### src/rtl/llr_mem_arbiter_pkg.sv
// ---------------------------------------------------------------------------
// ldpc_mem_pkg
// Shared definitions for the LDPC LLR/message RAM controller.
//   state_t  : controller FSM states (arbitration / clear engine)
//   REQ_VN   : requester id of the variable-node side (port 0)
//   REQ_CN   : requester id of the check-node side (port 1)
// The ids double as bit indices into the two-bit request/grant vectors.
// ---------------------------------------------------------------------------
package ldpc_mem_pkg;

  typedef enum logic {
    ST_IDLE  = 1'b0,
    ST_CLEAR = 1'b1
  } state_t;

  localparam logic REQ_VN = 1'b0;
  localparam logic REQ_CN = 1'b1;

endpackage

### src/rtl/llr_mem_arbiter_if.sv
// ---------------------------------------------------------------------------
// llr_mem_arbiter_if
// Bundle of every non-clock signal around the LLR RAM controller.
//   req0_* / req1_* : valid/ready request channels (we, addr, wdata)
//   rsp0_* / rsp1_* : one-cycle read responses
//   init_*          : clear engine start / busy / done
//   ram_*           : single-port synchronous-read RAM pins
// Modports:
//   slave  : the controller (llr_mem_arbiter)
//   master : the environment (requesters plus the RAM instance)
// ---------------------------------------------------------------------------
interface llr_mem_arbiter_if #(
  parameter int DATA_WIDTH = 8,
  parameter int ADDR_WIDTH = 8
);

  logic                  req0_valid;
  logic                  req0_ready;
  logic                  req0_we;
  logic [ADDR_WIDTH-1:0] req0_addr;
  logic [DATA_WIDTH-1:0] req0_wdata;

  logic                  req1_valid;
  logic                  req1_ready;
  logic                  req1_we;
  logic [ADDR_WIDTH-1:0] req1_addr;
  logic [DATA_WIDTH-1:0] req1_wdata;

  logic                  rsp0_valid;
  logic [DATA_WIDTH-1:0] rsp0_rdata;
  logic                  rsp1_valid;
  logic [DATA_WIDTH-1:0] rsp1_rdata;

  logic                  init_start;
  logic                  init_busy;
  logic                  init_done;

  logic                  ram_cs;
  logic                  ram_we;
  logic [ADDR_WIDTH-1:0] ram_address;
  logic [DATA_WIDTH-1:0] ram_data_in;
  logic [DATA_WIDTH-1:0] ram_data_out;

  modport slave (
    input  req0_valid, req0_we, req0_addr, req0_wdata,
    input  req1_valid, req1_we, req1_addr, req1_wdata,
    input  init_start,
    input  ram_data_out,
    output req0_ready, req1_ready,
    output rsp0_valid, rsp0_rdata, rsp1_valid, rsp1_rdata,
    output init_busy, init_done,
    output ram_cs, ram_we, ram_address, ram_data_in
  );

  modport master (
    output req0_valid, req0_we, req0_addr, req0_wdata,
    output req1_valid, req1_we, req1_addr, req1_wdata,
    output init_start,
    output ram_data_out,
    input  req0_ready, req1_ready,
    input  rsp0_valid, rsp0_rdata, rsp1_valid, rsp1_rdata,
    input  init_busy, init_done,
    input  ram_cs, ram_we, ram_address, ram_data_in
  );

endinterface

### src/rtl/llr_mem_arbiter_rr_arb2.sv
// ---------------------------------------------------------------------------
// rr_arb2
// Two-way round-robin arbiter with a one-bit priority pointer.
//   clk, rst : clock, asynchronous active-high reset
//   req[1:0] : request vector, bit k = requester k valid
//   en       : arbitration enable; no grant is issued while low
//   gnt[1:0] : one-hot (or zero) combinational grant
// A lone requester always wins; on contention the requester named by
// prio wins. After any grant prio points at the other requester.
// ---------------------------------------------------------------------------
module rr_arb2
  import ldpc_mem_pkg::*;
(
  input  logic       clk,
  input  logic       rst,
  input  logic [1:0] req,
  input  logic       en,
  output logic [1:0] gnt
);

  logic prio;

  // Grant decode: only the contention case consults the pointer.
  always_comb begin
    gnt = 2'b00;
    if (en) begin
      case (req)
        2'b01:   gnt = 2'b01;
        2'b10:   gnt = 2'b10;
        2'b11:   gnt = (prio == REQ_CN) ? 2'b10 : 2'b01;
        default: gnt = 2'b00;
      endcase
    end
  end

  // Pointer moves away from whoever was just served; idle cycles keep it.
  always_ff @(posedge clk or posedge rst) begin
    if (rst) begin
      prio <= REQ_VN;
    end else if (|gnt) begin
      prio <= gnt[REQ_VN] ? REQ_CN : REQ_VN;
    end
  end

endmodule

### src/rtl/llr_mem_arbiter.sv
// ---------------------------------------------------------------------------
// llr_mem_arbiter
// Shares the single-port LLR/message RAM between the variable-node side
// (requester 0) and the check-node side (requester 1), and zero-fills
// the RAM on command before decoding.
//   clk  : rising-edge clock
//   rst  : asynchronous active-high reset
//   bus  : llr_mem_arbiter_if.slave carrying the two request channels,
//          the two read-response channels, the clear engine handshake and
//          the RAM pins (cs/we/address/data_in out, data_out in)
// Parameters: DATA_WIDTH (word width), ADDR_WIDTH, DEPTH (words cleared).
// RAM-side outputs are combinational from state, grant and clr_addr; the
// read-valid flags, init_done, state and clr_addr are registered.
// ---------------------------------------------------------------------------
module llr_mem_arbiter
  import ldpc_mem_pkg::*;
#(
  parameter int DATA_WIDTH = 8,
  parameter int ADDR_WIDTH = 8,
  parameter int DEPTH      = 256
) (
  input  logic                clk,
  input  logic                rst,
  llr_mem_arbiter_if.slave    bus
);

  localparam logic [ADDR_WIDTH-1:0] LAST_ADDR = ADDR_WIDTH'(DEPTH - 1);

  state_t                state;
  state_t                next_state;
  logic [ADDR_WIDTH-1:0] clr_addr;
  logic                  clr_last;
  logic                  arb_en;
  logic [1:0]            gnt;

  logic                  rsp0_valid_q;
  logic                  rsp1_valid_q;
  logic                  init_done_q;

  logic                  ram_cs_c;
  logic                  ram_we_c;
  logic [ADDR_WIDTH-1:0] ram_address_c;
  logic [DATA_WIDTH-1:0] ram_data_in_c;
  logic                  req0_ready_c;
  logic                  req1_ready_c;
  logic                  init_busy_c;

  assign arb_en   = (state == ST_IDLE);
  assign clr_last = (clr_addr == LAST_ADDR);

  rr_arb2 u_arb (
    .clk (clk),
    .rst (rst),
    .req ({bus.req1_valid, bus.req0_valid}),
    .en  (arb_en),
    .gnt (gnt)
  );

  // State register.
  always_ff @(posedge clk or posedge rst) begin
    if (rst) begin
      state <= ST_IDLE;
    end else begin
      state <= next_state;
    end
  end

  // Next-state logic. A start pulse seen during a clear is simply ignored,
  // so the clear always runs its full length.
  always_comb begin
    next_state = state;
    case (state)
      ST_IDLE: begin
        if (bus.init_start) begin
          next_state = ST_CLEAR;
        end
      end
      ST_CLEAR: begin
        if (clr_last) begin
          next_state = ST_IDLE;
        end
      end
      default: next_state = ST_IDLE;
    endcase
  end

  // Output logic. In IDLE the granted request is forwarded straight to the
  // RAM in the same cycle; with no grant the RAM pins are parked at zero.
  // In CLEAR the engine owns the port and both requesters are held off.
  always_comb begin
    ram_cs_c      = 1'b0;
    ram_we_c      = 1'b0;
    ram_address_c = '0;
    ram_data_in_c = '0;
    req0_ready_c  = 1'b0;
    req1_ready_c  = 1'b0;
    init_busy_c   = 1'b0;
    case (state)
      ST_IDLE: begin
        req0_ready_c = gnt[REQ_VN];
        req1_ready_c = gnt[REQ_CN];
        if (gnt[REQ_VN]) begin
          ram_cs_c      = 1'b1;
          ram_we_c      = bus.req0_we;
          ram_address_c = bus.req0_addr;
          ram_data_in_c = bus.req0_wdata;
        end else if (gnt[REQ_CN]) begin
          ram_cs_c      = 1'b1;
          ram_we_c      = bus.req1_we;
          ram_address_c = bus.req1_addr;
          ram_data_in_c = bus.req1_wdata;
        end
      end
      ST_CLEAR: begin
        init_busy_c   = 1'b1;
        ram_cs_c      = 1'b1;
        ram_we_c      = 1'b1;
        ram_address_c = clr_addr;
        ram_data_in_c = '0;
      end
      default: begin
        init_busy_c = 1'b0;
      end
    endcase
  end

  // Clear counter, read-response flags and the done pulse.
  // The counter sits at zero in IDLE so it is already loaded when a clear
  // begins. A read accepted on the edge that enters CLEAR still raises its
  // response flag, because the flag only looks at the grant, not the state.
  always_ff @(posedge clk or posedge rst) begin
    if (rst) begin
      clr_addr     <= '0;
      rsp0_valid_q <= 1'b0;
      rsp1_valid_q <= 1'b0;
      init_done_q  <= 1'b0;
    end else begin
      rsp0_valid_q <= gnt[REQ_VN] & ~bus.req0_we;
      rsp1_valid_q <= gnt[REQ_CN] & ~bus.req1_we;
      init_done_q  <= (state == ST_CLEAR) && clr_last;
      if (state == ST_CLEAR) begin
        clr_addr <= clr_addr + ADDR_WIDTH'(1);
      end else begin
        clr_addr <= '0;
      end
    end
  end

  assign bus.req0_ready  = req0_ready_c;
  assign bus.req1_ready  = req1_ready_c;
  assign bus.rsp0_valid  = rsp0_valid_q;
  assign bus.rsp1_valid  = rsp1_valid_q;
  assign bus.rsp0_rdata  = bus.ram_data_out;
  assign bus.rsp1_rdata  = bus.ram_data_out;
  assign bus.init_busy   = init_busy_c;
  assign bus.init_done   = init_done_q;
  assign bus.ram_cs      = ram_cs_c;
  assign bus.ram_we      = ram_we_c;
  assign bus.ram_address = ram_address_c;
  assign bus.ram_data_in = ram_data_in_c;

endmodule

### src/flat_wrapper.sv
// flat-port wrapper written by rule: the top's interface ports become plain ports
module llr_mem_arbiter_flat import ldpc_mem_pkg::*;
#(
  parameter int DATA_WIDTH = 8,
  parameter int ADDR_WIDTH = 8,
  parameter int DEPTH      = 256
)
  (clk, rst, bus_req0_valid, bus_req0_we, bus_req0_addr, bus_req0_wdata, bus_req1_valid, bus_req1_we, bus_req1_addr, bus_req1_wdata, bus_init_start, bus_ram_data_out, bus_req0_ready, bus_req1_ready, bus_rsp0_valid, bus_rsp0_rdata, bus_rsp1_valid, bus_rsp1_rdata, bus_init_busy, bus_init_done, bus_ram_cs, bus_ram_we, bus_ram_address, bus_ram_data_in);
  llr_mem_arbiter_if #(.DATA_WIDTH(DATA_WIDTH), .ADDR_WIDTH(ADDR_WIDTH)) bus_i ();
  input  logic clk;
  input  logic rst;
  input wire logic [$bits(bus_i.req0_valid)-1:0] bus_req0_valid;
  input wire logic [$bits(bus_i.req0_we)-1:0] bus_req0_we;
  input wire logic [$bits(bus_i.req0_addr)-1:0] bus_req0_addr;
  input wire logic [$bits(bus_i.req0_wdata)-1:0] bus_req0_wdata;
  input wire logic [$bits(bus_i.req1_valid)-1:0] bus_req1_valid;
  input wire logic [$bits(bus_i.req1_we)-1:0] bus_req1_we;
  input wire logic [$bits(bus_i.req1_addr)-1:0] bus_req1_addr;
  input wire logic [$bits(bus_i.req1_wdata)-1:0] bus_req1_wdata;
  input wire logic [$bits(bus_i.init_start)-1:0] bus_init_start;
  input wire logic [$bits(bus_i.ram_data_out)-1:0] bus_ram_data_out;
  output wire logic [$bits(bus_i.req0_ready)-1:0] bus_req0_ready;
  output wire logic [$bits(bus_i.req1_ready)-1:0] bus_req1_ready;
  output wire logic [$bits(bus_i.rsp0_valid)-1:0] bus_rsp0_valid;
  output wire logic [$bits(bus_i.rsp0_rdata)-1:0] bus_rsp0_rdata;
  output wire logic [$bits(bus_i.rsp1_valid)-1:0] bus_rsp1_valid;
  output wire logic [$bits(bus_i.rsp1_rdata)-1:0] bus_rsp1_rdata;
  output wire logic [$bits(bus_i.init_busy)-1:0] bus_init_busy;
  output wire logic [$bits(bus_i.init_done)-1:0] bus_init_done;
  output wire logic [$bits(bus_i.ram_cs)-1:0] bus_ram_cs;
  output wire logic [$bits(bus_i.ram_we)-1:0] bus_ram_we;
  output wire logic [$bits(bus_i.ram_address)-1:0] bus_ram_address;
  output wire logic [$bits(bus_i.ram_data_in)-1:0] bus_ram_data_in;
  assign bus_i.req0_valid = bus_req0_valid;
  assign bus_i.req0_we = bus_req0_we;
  assign bus_i.req0_addr = bus_req0_addr;
  assign bus_i.req0_wdata = bus_req0_wdata;
  assign bus_i.req1_valid = bus_req1_valid;
  assign bus_i.req1_we = bus_req1_we;
  assign bus_i.req1_addr = bus_req1_addr;
  assign bus_i.req1_wdata = bus_req1_wdata;
  assign bus_i.init_start = bus_init_start;
  assign bus_i.ram_data_out = bus_ram_data_out;
  assign bus_req0_ready = bus_i.req0_ready;
  assign bus_req1_ready = bus_i.req1_ready;
  assign bus_rsp0_valid = bus_i.rsp0_valid;
  assign bus_rsp0_rdata = bus_i.rsp0_rdata;
  assign bus_rsp1_valid = bus_i.rsp1_valid;
  assign bus_rsp1_rdata = bus_i.rsp1_rdata;
  assign bus_init_busy = bus_i.init_busy;
  assign bus_init_done = bus_i.init_done;
  assign bus_ram_cs = bus_i.ram_cs;
  assign bus_ram_we = bus_i.ram_we;
  assign bus_ram_address = bus_i.ram_address;
  assign bus_ram_data_in = bus_i.ram_data_in;
  llr_mem_arbiter #(.DATA_WIDTH(DATA_WIDTH), .ADDR_WIDTH(ADDR_WIDTH), .DEPTH(DEPTH)) u_core (.clk(clk), .rst(rst), .bus(bus_i));
endmodule
### config.mk
export PLATFORM = sky130hd
export DESIGN_NAME = llr_mem_arbiter_flat
export DESIGN_NICKNAME = d
export VERILOG_FILES = /design/src/rtl/llr_mem_arbiter_pkg.sv /design/src/rtl/llr_mem_arbiter_if.sv /design/src/rtl/llr_mem_arbiter_rr_arb2.sv /design/src/rtl/llr_mem_arbiter.sv /design/src/flat_wrapper.sv
export SDC_FILE = /design/constraint.sdc
export NUM_CORES = 1
export LEC_CHECK = 0
export ABC_AREA = 0
export BUFFER_PORTS_ARGS = -buffer_cell sky130_fd_sc_hd__buf_4
export CAP_MARGIN = 20
export CORE_MARGIN = 2
export CORE_UTILIZATION = 40
export DETAILED_ROUTE_END_ITERATION = 12
export GPL_TIMING_DRIVEN = 1
export PLACE_DENSITY = 0.86
export SYNTH_ARGS = -nofsm -noshare
export SYNTH_HDL_FRONTEND = slang
export SYNTH_SLANG_ARGS = --single-unit
### constraint.sdc
create_clock -name clk -period 3.7 [get_ports clk]
set_input_delay 0.555 -clock clk [delete_from_list [all_inputs] [get_ports clk]]
set_output_delay 0.555 -clock clk [all_outputs]
set_load 0.02 [all_outputs]
Yosys cells after proc, flatten, opt, wreduce, memory -nomap -nowiden
Cells that the tools add are included.
{"block": "word_totals", "register_bits": 13, "latchBits": 0, "ram_bits": 0, "romBits": 0, "inputBits": 47, "elab_cells": 41, "mem_count": 0}
{"block": "op_classes", "addsub": 1, "n_mul": 0, "div": 0, "order_cmp": 0, "n_eq_ne": 4, "shifts": 0, "muxes": 23, "bitwise_logic": 5, "reduce_logical": 2}
{"cell": "$mux 8", "count": 5}
{"cell": "$pmux 8 s2", "count": 2}
{"cell": "$mux 1", "count": 10}
{"cell": "$add 8x1->8 const B", "count": 1}
{"cell": "$eq 8x8->1 const B", "count": 1}
{"cell": "$pmux 1 s2", "count": 3}
{"cell": "$pmux 2 s3", "count": 1}
{"cell": "$eq 2x2->1 const B", "count": 2}
{"cell": "$mux 2", "count": 2}
{"cell": "$not 1->1", "count": 3}
{"cell": "$and 1x1->1", "count": 2}
{"cell": "$eq 2x1->1 const B", "count": 1}
{"cell": "$reduce_or 2->1", "count": 1}
{"cell": "$logic_and 1x1->1", "count": 1}

Depth between registers and ports, before layout
Gate-level depths: netlist of run 1.
{"block": "depth", "ltp_word": 6, "depth_mapped": 5}

Cells and area by module
From an unflattened synthesis of run 1, not the netlist that was laid out.
{"block": "hier_totals", "cells_unflattened": 121, "hier_area_um2": 963.4}
{"mod": "llr_mem_arbiter", "instances": 1, "cells_each": 112, "area_per_inst_um2": 898.4}
{"mod": "rr_arb2", "instances": 1, "cells_each": 9, "area_per_inst_um2": 65.1}

Least setup slack after synthesis of run 1
Ideal clock, no wire load.
{"block": "synth_timing", "kind": "register to output", "start": "register u_core.state", "end": "output bus_ram_data_in[0]", "arrival_time_ps": 1370, "required_ps": 3145, "slack_ps": 1775, "stages_incl_launch_ff": 6, "path_buffers": 3, "path_cell_list": "dfrtp_1 -> buf_4 -> and3b_1 -> buf_6 -> buf_8 -> a22o_1"}
{"block": "synth_via", "elab_chain_cells": 4}
{"element": "from (decl)", "line_no": "llr_mem_arbiter.sv:29", "source": "state_t state;"}
{"element": "from (signal assigned)", "line_no": "llr_mem_arbiter.sv:64", "source": "state <= next_state;"}
{"element": "$mux 2", "line_no": "llr_mem_arbiter_rr_arb2.sv:26", "source": "if (en) begin"}
{"element": "$mux 8", "line_no": "llr_mem_arbiter.sv:107", "source": "end else if (gnt[REQ_CN]) begin"}
{"element": "$mux 8", "line_no": "llr_mem_arbiter.sv:102", "source": "if (gnt[REQ_VN]) begin"}
{"element": "$pmux 8 s2 (*)", "line_no": "llr_mem_arbiter.sv:98", "source": "case (state)"}
{"element": "to (decl)", "line_no": "flat_wrapper.sv:33", "source": "output wire logic [$bits(bus_i.ram_data_in)-1:0] bus_ram_data_in;"}
Mark *: on every way between the ends. The rest lies on a longest branch, timed or not.

Final worst setup path of run 1
{"block": "layout_timing", "start": "register u_core.state", "end": "output bus_ram_address[4]"}
{"block": "layout_via", "elab_chain_cells": 4}
{"element": "$mux 2", "line_no": "llr_mem_arbiter_rr_arb2.sv:26"}
{"element": "$mux 8", "line_no": "llr_mem_arbiter.sv:107"}
{"element": "$mux 8", "line_no": "llr_mem_arbiter.sv:102"}
{"element": "$pmux 8 s2 (*)", "line_no": "llr_mem_arbiter.sv:98"}
{"element": "to (decl)", "line_no": "flat_wrapper.sv:32", "source": "output wire logic [$bits(bus_i.ram_address)-1:0] bus_ram_address;"}
Marked as above.

==> flow_metrics.py, run 1 <==
metrics = {
    "layout": {
        "nets": 195,
        "fin_area_mm2": 0.00131,
        "antenna_cells": 0,
        "areaGrowthSynthToFinish_pct": 38.0,
        "drive_gt1_share_pct": 45.9,
        "stdcell_count": 174,
        "nFillCells": 186,
    },
    "logic_synthesis": {
        "syn-instance-count": 101,
        "synth-seq-area-share_pct": 34.2,
        "yosysWarnings": 0,
        "netlist_area_um2": 952,
        "syn_avg_cell_area_um2": 9.43,
        "syn_nets": 149,
        "synth.distinct_cells": 31,
        "ys_ff_latch": 13,
    },
    "drt": {
        "first_pass_iters": 4,
        "via_count": 890,
        "ant_nets": 0,
        "drt_iter0_drc": 16,
        "post-route-drc-count": 0,
        "routed_via_density": 5.11,
        "drt_wl_total_mm": 2.36,
        "wl_per_cell_um": 13.6,
    },
    "clock_network": {
        "cts-hold-fix-buffers": 0,
        "cts_resized": 0,
        "insertion_delay_ns": 0.27,
        "root_buffer": "clkbuf_4",
        "cts_tree": "done",
        "clkTransAtPathRegs_ns": 0.07,
        "cts_buffers": 3,
        "h-tree-depth": 1,
        "postCtsSetupBuffers": 0,
        "clk_path_buf_depth": 2,
        "cts.sinks": 13,
    },
    "timing": {
        "worst_clock_skew_ns": 0.00140,
        "hold_viol": 0,
        "slew_viol_final": 0,
        "fin_crit_ns": 2.51,
        "rsz0062_at_grt": "no",
        "slew_headroom_pct": 61.4,
        "setup_viol": 0,
        "timing.hold.ws_ns": 0.296,
        "max_freq_mhz": 398,
        "tightestPinTransition_ns": 0.579,
        "finalSetupTns_ns": 0,
        "finalCritPeriodShare_pct": 67.9,
    },
    "critical_path": {
        "end_kind": "output pin",
        "r2r_end": "u_core.bus.rsp0_valid$_DFF_PP0_",
        "reg2reg_slack_ns": 2.18,
        "path_max_fanout": 22,
        "startpoint_type": "flip-flop",
        "worstSetupPathType": "flip-flop to output pin",
        "worst-r2r-cell-count": 2,
        "critPathRequiredTime_ns": 3.14,
        "r2r-start": "u_core.state$_DFF_PP0_",
        "crit_arrival_ns": 1.96,
    },
    "pwr": {
        "power_density_mw_per_mm2": 454,
        "total_power_uw": 596,
        "irDropWorstVdd_uv": 373,
        "p_leak_nw": 0.661,
    },
    "outcome": {
        "run_status": "complete, no violations",
    },
    "placed_design": {
        "place_area_mm2": 0.00129,
        "globalplace.congestion": 0.782,
        "dp_hpwl_mm": 1.90,
        "portBuffers": 62,
        "post-place-cells": 170,
    },
    "die": {
        "design.core.area_mm2": 0.00223,
        "die_x_um": 52.8,
        "initial_utilization_pct": 42.6,
        "die_h_um": 52.8,
        "rows": 17,
        "die_area_mm2": 0.00279,
        "boundaryPins": 87,
    },
    "global_route": {
        "grt_start_max_net_pins": 23,
        "first_global_vias": 797,
        "globalRoute.totalOverflow": 0,
        "grt_pass1_wl_mm": 3.40,
        "grt_use_total_pct": 17.0,
        "antenna_found_initial": 0,
    },
    "worst_hold_path": {
        "hold_path_class": "input pin to asynchronous set/reset pin",
    },
    "run": {
        "maxCapViolCount": 0,
    },
}
[how the worst max path moves through the flow]
stage / start / endpoint / depth (start not counted)
2_1_floorplan: u_core.state$_DFF_PP0_ / bus_ram_data_in[0] / 5
3_3_place_gp: bus_req1_valid / bus_ram_address[4] / 5
3_5_place_dp: bus_req1_valid / bus_ram_address[6] / 5
4_1_cts: u_core.state$_DFF_PP0_ / bus_ram_address[6] / 3
5_1_grt: u_core.state$_DFF_PP0_ / bus_ram_address[4] / 3
6_report: u_core.state$_DFF_PP0_ / bus_ram_address[4] / 3
[registers in the layout (all words and copies together) (netlist names)]
name	flops
u_core.bus.rsp1_valid	1
u_core.state	1
u_core.bus.init_done	1
u_core.clr_addr	8
u_core.bus.rsp0_valid	1
u_core.u_arb.prio	1
[per-layer routing]
metal | GRT usage, % | share of wire (%) | up-vias
met5 | 0 | 0 | -
met4 | 13.2 | 3.1 | 0
met3 | 3.43 | 12 | 11
met2 | 31.3 | 48 | 52
met1 | 16.2 | 37 | 392
li1 | - | - | 435
[logic make-up after synthesis]
logic type,synth area share (%)
buffers and inverters,18.1
and+or+nand+nor,23.1
DFF,34.2
xor gates and xnor gates,2.76
adders and majority gates,1.31
AOI/OAI and AO/OA,20.5
[cells in the final DEF (no fill, tap or decap), types with 2 or more instances in the layout]
cell	Yosys	routed
a221o_1	7	7
nand2_1	5	5
xnor2_1	2	2
clkbuf_4	0	3
nand3_1	4	4
nor2b_1	2	2
nor3_1	2	2
and2_1	10	10
a22o_1	8	8
a21boi_1	2	2
o21ai_0	2	2
or3_1	3	3
nor2_1	3	3
dfrtp_1	13	13
a31oi_1	2	2
nand2b_1	2	2
buf_4	18	62
inv_1	2	2
[power breakdown]
group,switching (mW),internal (mW)
Clock,0.0441,0.0418
Sequential,0.0437,0.180
Combinational,0.129,0.157
Total,0.217,0.379
[worst max-delay path, cell delays in order, from the launching register on]
cell and delay, ns:
dfrtp_1 0.67, and3b_1 0.43, a221o_1 0.42, buf_4 0.16
[per-stage QoR]
step	utilization, %	setup slack, ns
after floorplan	-	1.77
after global placement	57.6	1.49
after detailed placement	57.6	1.43
after CTS	58.8	1.18
after global routing	58.8	1.04
final	58.8	1.19
[area by class of cell]
cell class | instances | area [µm²] | share of cell area [%]
Inverter | 2 | 7.51 | 0.571
Sequential cell | 13 | 325 | 24.8
Tap cell | 28 | 35.0 | 2.67
Multi-Input combinational cell | 65 | 454 | 34.6
Clock buffer | 4 | 26.3 | 2.00
Timing Repair Buffer | 62 | 465 | 35.4
[cell usage after synthesis]
master,count,share of area [%]
buf_4,18,14
dfrtp_1,13,34
and2_1,10,6.6
a22o_1,8,7.4
a221o_1,7,7.4
nand2_1,5,2.0
nand3_1,4,2.1
nor2_1,3,1.2
or3_1,3,2.0
a21boi_1,2,1.6
a31oi_1,2,1.3
inv_1,2,0.79
nand2b_1,2,1.3
nor2b_1,2,1.3
nor3_1,2,1.1
o21ai_0,2,1.1
xnor2_1,2,1.8
a21o_1,1,0.79
a21oi_1,1,0.53
and2b_1,1,0.79
and3b_1,1,0.92
buf_6,1,1.2
buf_8,1,1.6
clkbuf_1,1,0.39
ha_1,1,1.3
nand3_2,1,1.1
nand4_1,1,0.66
nor2_4,1,1.2
o21ai_1,1,0.53
or4b_1,1,1.1
xor2_1,1,0.92
(Power assumes the default switching activity.)
==> run 2: changes to the inputs <==
CORE_UTILIZATION = 33   (was 40)
PLACE_DENSITY = 0.75   (was 0.86)
clock period = 2.25 ns   (was 3.7 ns; I/O delays follow)
==> run 2 against run 1 <==
Effect of this change: via count up 1.7%; largest power group unchanged; routed wire length rose by 1.4%; worst hold slack worse by 0.22 ns; combinational power up 64%; count of clock-buffer cells in the layout is 1 lower; final cell count is 2.3% higher; worst setup slack worse by 1.1 ns; design area rose by 0.95%; total power up 64%.
==> flow_metrics.py, run 2 (synthesis gave the netlist of run 1 again) <==
metrics = {
    "outcome": {
        "run_status": "complete, no violations",
    },
    "global_route": {
        "first_global_vias": 896,
        "globalRoute.totalOverflow": 0,
        "grt_pass1_wl_mm": 3.80,
        "grt_use_total_pct": 14.5,
        "grt_start_max_net_pins": 19,
        "antenna_found_initial": 0,
    },
    "timing": {
        "rsz0062_at_grt": "no",
        "finalSetupTns_ns": 0,
        "hold_viol": 0,
        "max_freq_mhz": 473,
        "fin_crit_ns": 2.11,
        "finalCritPeriodShare_pct": 94.0,
        "worst_clock_skew_ns": 0.00217,
        "slew_headroom_pct": 59.1,
        "setup_viol": 0,
        "layout_setup_ws_ns": 0.136,
        "tightestPinTransition_ns": 0.614,
        "slew_viol_final": 0,
    },
    "placed_design": {
        "pre_cts_ws_ns": 0.385,
        "dp_hpwl_mm": 1.96,
        "globalplace.congestion": 0.878,
        "post-place-cells": 174,
        "portBuffers": 62,
    },
    "run": {
        "maxCapViolCount": 0,
    },
    "critical_path": {
        "worstSetupPathType": "flip-flop to output pin",
        "startpoint_type": "flip-flop",
        "cp-startpoint": "u_core.u_arb.prio$_DFFE_PP0P_",
        "crit_arrival_ns": 1.78,
        "critPathRequiredTime_ns": 1.91,
        "reg2reg_slack_ns": 0.90,
        "end_kind": "output pin",
        "path_max_fanout": 18,
        "r2r-start": "u_core.u_arb.prio$_DFFE_PP0P_",
    },
    "clock_network": {
        "clk_path_buf_depth": 2,
        "cts.sinks": 13,
        "cts_resized": 0,
        "h-tree-depth": 1,
        "clkTransAtPathRegs_ns": 0.08,
        "cts_tree": "done",
        "cts_buffers": 3,
        "root_buffer": "clkbuf_4",
        "insertion_delay_ns": 0.27,
        "postCtsSetupBuffers": 0,
        "cts-hold-fix-buffers": 0,
    },
    "die": {
        "boundaryPins": 87,
        "initial_utilization_pct": 34.5,
        "die_area_mm2": 0.00333,
        "rows": 19,
        "design.core.area_mm2": 0.00276,
        "die_h_um": 57.7,
        "die_x_um": 57.7,
    },
    "pwr": {
        "irDropWorstVdd_uv": 537,
        "power_density_mw_per_mm2": 737,
        "p_leak_nw": 0.668,
    },
    "drt": {
        "drt_iter0_drc": 77,
        "first_pass_iters": 4,
        "ant_nets": 0,
        "via_count": 905,
        "post-route-drc-count": 0,
        "routed_via_density": 5.08,
        "wl_per_cell_um": 13.4,
        "drt_wl_total_mm": 2.39,
    },
    "layout": {
        "nFillCells": 267,
        "largest_register_ffs": 8,
        "drive_gt1_share_pct": 46.9,
        "areaGrowthSynthToFinish_pct": 39.3,
        "antenna_cells": 0,
        "multi_input_area_um2": 454,
        "nets": 196,
        "final_common_cell": "buf_4",
        "stdcell_count": 178,
        "layout_common_cells": "63 x buf_4, 13 x dfrtp_1, 10 x and2_1, 8 x a22o_1, 7 x a221o_1",
        "regMostFlops": "u_core.clr_addr",
        "seq_area_um2": 325,
    },
    "worst_hold_path": {
        "hold_path_class": "input pin to asynchronous set/reset pin",
    },
}
## run 2: changes by cell type in the layout (fill, tap and decap cells not counted), sizes merged
cell,previous run,this run
clkbuf,4,3
buf,62,63
clkinv,0,1
## run 2: per-layer routing
layer | GRT usage [%] | share of wire [%] | vias up | wire, µm
li1 | - | - | 439 | -
met1 | 15.4 | 34 | 405 | 811
met2 | 26.5 | 50 | 59 | 1200
met3 | 3.79 | 15 | 2 | 353
met4 | 6.98 | 1.1 | 0 | 27
met5 | 0 | 0 | - | 0
## run 2: final cells by class
type                    instances  share of cell area (%)
repair buffers                 63                    35.7
multi-input cells              65                    34.2
flip-flops and latches         13                    24.5
well taps                      31                    2.92
clock buffers                   3                    1.70
inverters                       2                   0.566
clock inverters                 1                   0.377
## run 2: metrics by stage
step	hold slack (ns)	instance area, µm²	power [mW]	util [%]
after floorplan	0.214	952	0.699	-
after global placement	0.385	1300	0.833	47.1
after detailed placement	0.394	1300	0.846	47.1
after CTS	0.0966	1330	0.989	48.1
after global routing	0.126	1330	1.05	48.1
final	0.0795	1330	0.978	48.1
## run 2: final timing paths
kind,end,cells past startpoint
max,bus_ram_address[5],4
min,u_core.bus.init_done$_DFF_PP0_,2
max reg2reg,u_core.bus.rsp0_valid$_DFF_PP0_,3
min reg2reg,u_core.clr_addr[0]$_DFF_PP0_,1
max in group asynchronous,u_core.clr_addr[4]$_DFF_PP0_,2
min in group clk,u_core.bus.rsp0_valid$_DFF_PP0_,2
## run 2: worst max-delay path, cell delays in order, from the launching register on
cell and delay, ns:
dfrtp_1 0.42, nand2_1 0.11, and3b_1 0.57, a221o_1 0.27, buf_4 0.14
## run 2: power by group
part / switching (mW) / total (mW) / internal, mW
clock network: 0.0724 / 0.138 / 0.0657
logic: 0.211 / 0.469 / 0.258
registers: 0.0746 / 0.371 / 0.297
total: 0.358 / 0.978 / 0.620
==> run 3: changes to the inputs <==
SETUP_SLACK_MARGIN = 0.15   (was not set)
==> run 3 against run 2 <==
Effect of this change: register-to-register slack better by 0.04 ns; global-route usage about the same; design area about the same; die area unchanged; clock power about the same; combinational power about the same; routed wire length up 0.21%; non-clock buffer count unchanged; worst setup slack better by 0.11 ns; worst hold slack better by 0.00096 ns; sequential share of layout area about the same; count of clock-buffer cells in the layout unchanged; largest cell class unchanged; highest routed layer unchanged.
==> flow_metrics.py, run 3 (synthesis gave the netlist of run 1 again) <==
metrics = {
    "timing": {
        "hold_viol": 0,
        "slew_viol_final": 0,
        "finalCritPeriodShare_pct": 88.9,
        "slew_headroom_pct": 67.9,
        "rsz0062_at_grt": "no",
        "worst_clock_skew_ns": 0.00181,
        "fin_crit_ns": 2.00,
        "finalSetupTns_ns": 0,
        "layout_setup_ws_ns": 0.249,
        "max_freq_mhz": 500,
        "tightestPinTransition_ns": 0.480,
        "setup_viol": 0,
    },
    "global_route": {
        "grt_util_met3_pct": 3.79,
        "first_global_vias": 900,
        "met1_usage_pct": 15.2,
        "grt_pass1_wl_mm": 3.80,
        "grt_start_max_net_pins": 19,
        "globalRoute.totalOverflow": 0,
        "grt-busiest-layer": "met2",
        "met2_usage_pct": 26.8,
        "grt_use_total_pct": 14.6,
        "antenna_found_initial": 0,
    },
    "critical_path": {
        "reg2reg_slack_ns": 0.94,
        "end_kind": "output pin",
        "path_max_fanout": 18,
        "worst-r2r-cell-count": 4,
        "startpoint_type": "flip-flop",
        "r2r_end": "u_core.clr_addr[6]$_DFF_PP0_",
        "worstSetupPathType": "flip-flop to output pin",
        "r2r-start": "u_core.clr_addr[0]$_DFF_PP0_",
        "critPathRequiredTime_ns": 1.91,
        "crit_arrival_ns": 1.66,
    },
    "placed_design": {
        "globalplace.congestion": 0.878,
        "pre_cts_ws_ns": 0.385,
        "dp_hpwl_mm": 1.96,
        "portBuffers": 62,
        "post-place-cells": 174,
    },
    "clock_network": {
        "cts_buffers": 3,
        "postCtsSetupBuffers": 0,
        "h-tree-depth": 1,
        "root_buffer": "clkbuf_4",
        "cts-hold-fix-buffers": 0,
        "clk_path_buf_depth": 2,
        "cts_tree": "done",
        "insertion_delay_ns": 0.27,
        "cts.sinks": 13,
        "clkTransAtPathRegs_ns": 0.08,
    },
    "drt": {
        "first_pass_iters": 4,
        "drt_wl_total_mm": 2.40,
        "via_count": 908,
        "wl_per_cell_um": 13.5,
        "ant_nets": 0,
        "routed_via_density": 5.10,
        "drt_iter0_drc": 71,
        "post-route-drc-count": 0,
    },
    "layout": {
        "layout_common_cells": "63 x buf_4, 13 x dfrtp_1, 10 x and2_1, 8 x a22o_1, 7 x a221o_1",
        "nFillCells": 268,
        "final_common_cell": "buf_4",
        "antenna_cells": 0,
        "nets": 196,
        "post-route-util_pct": 48.1,
        "regMostFlops": "u_core.clr_addr",
        "largest_register_ffs": 8,
        "stdcell_count": 178,
        "drive_gt1_share_pct": 47.6,
        "areaGrowthSynthToFinish_pct": 39.4,
    },
    "die": {
        "initial_utilization_pct": 34.5,
        "boundaryPins": 87,
        "die_h_um": 57.7,
        "design.core.area_mm2": 0.00276,
        "die_area_mm2": 0.00333,
        "die_x_um": 57.7,
        "rows": 19,
    },
    "pwr": {
        "p_leak_nw": 0.667,
        "total_power_uw": 977,
        "irDropWorstVdd_uv": 537,
        "power_density_mw_per_mm2": 736,
    },
    "outcome": {
        "run_status": "complete, no violations",
    },
    "run": {
        "maxCapViolCount": 0,
    },
    "worst_hold_path": {
        "hold_path_class": "input pin to asynchronous set/reset pin",
    },
}
run 3: cell counts in the layout (fill, tap and decap cells not counted):
Identical to the previous run, type by type.
run 3: power breakdown:
part / internal [mW] / total [mW] / leakage [nW] / switching (mW)
combinational: 0.258 / 0.468 / 0.489 / 0.210
clock: 0.0657 / 0.138 / 0.0177 / 0.0722
sequential: 0.297 / 0.371 / 0.160 / 0.0744
run 3: cell type report:
| class | instances | area [µm²] | share of cell area (%) |
|---|---|---|---|
| repair buffers | 63 | 473 | 35.6 |
| multi-input cells | 65 | 455 | 34.3 |
| flip-flops and latches | 13 | 325 | 24.5 |
| well taps | 31 | 38.8 | 2.92 |
| clock buffers | 3 | 22.5 | 1.70 |
| inverters | 2 | 7.51 | 0.566 |
| clock inverters | 1 | 5.00 | 0.377 |
run 3: worst max-delay path: stages, from the launching register on:
cell	delay (ns)
dfrtp_1	0.39
nand2_1	0.10
and3b_2	0.34
a221o_1	0.40
buf_4	0.16
run 3: what timing repair did:
item	CTS	global route
setup endpoints to repair	1	0
hold endpoints to repair	0	0
resized for setup	1	0
run 3: worst max-delay path by stage:
stage | startpoint | end | slack [ns]
after floorplan | u_core.state$_DFF_PP0_ | bus_ram_data_in[0] | 0.54
after global placement | bus_req1_valid | bus_ram_address[5] | 0.47
after detailed placement | bus_req1_valid | bus_ram_address[5] | 0.38
after CTS | u_core.u_arb.prio$_DFFE_PP0P_ | bus_ram_address[5] | 0.24
after global routing | u_core.u_arb.prio$_DFFE_PP0P_ | bus_ram_address[5] | 0.16
final | u_core.u_arb.prio$_DFFE_PP0P_ | bus_ram_address[5] | 0.25
run 3: stage by stage:
step	hold slack, ns	cell area (µm²)
floorplan	0.214	952
global placement	0.385	1300
detailed placement	0.394	1300
CTS	0.0966	1330
global route	0.126	1330
finish	0.0805	1330
run 3: per-layer routing:
metal / share of wire [%] / vias to the layer above
met5: 0 / -
met4: 1.1 / 0
met3: 13 / 2
met1: 36 / 412
li1: - / 440
met2: 50 / 54
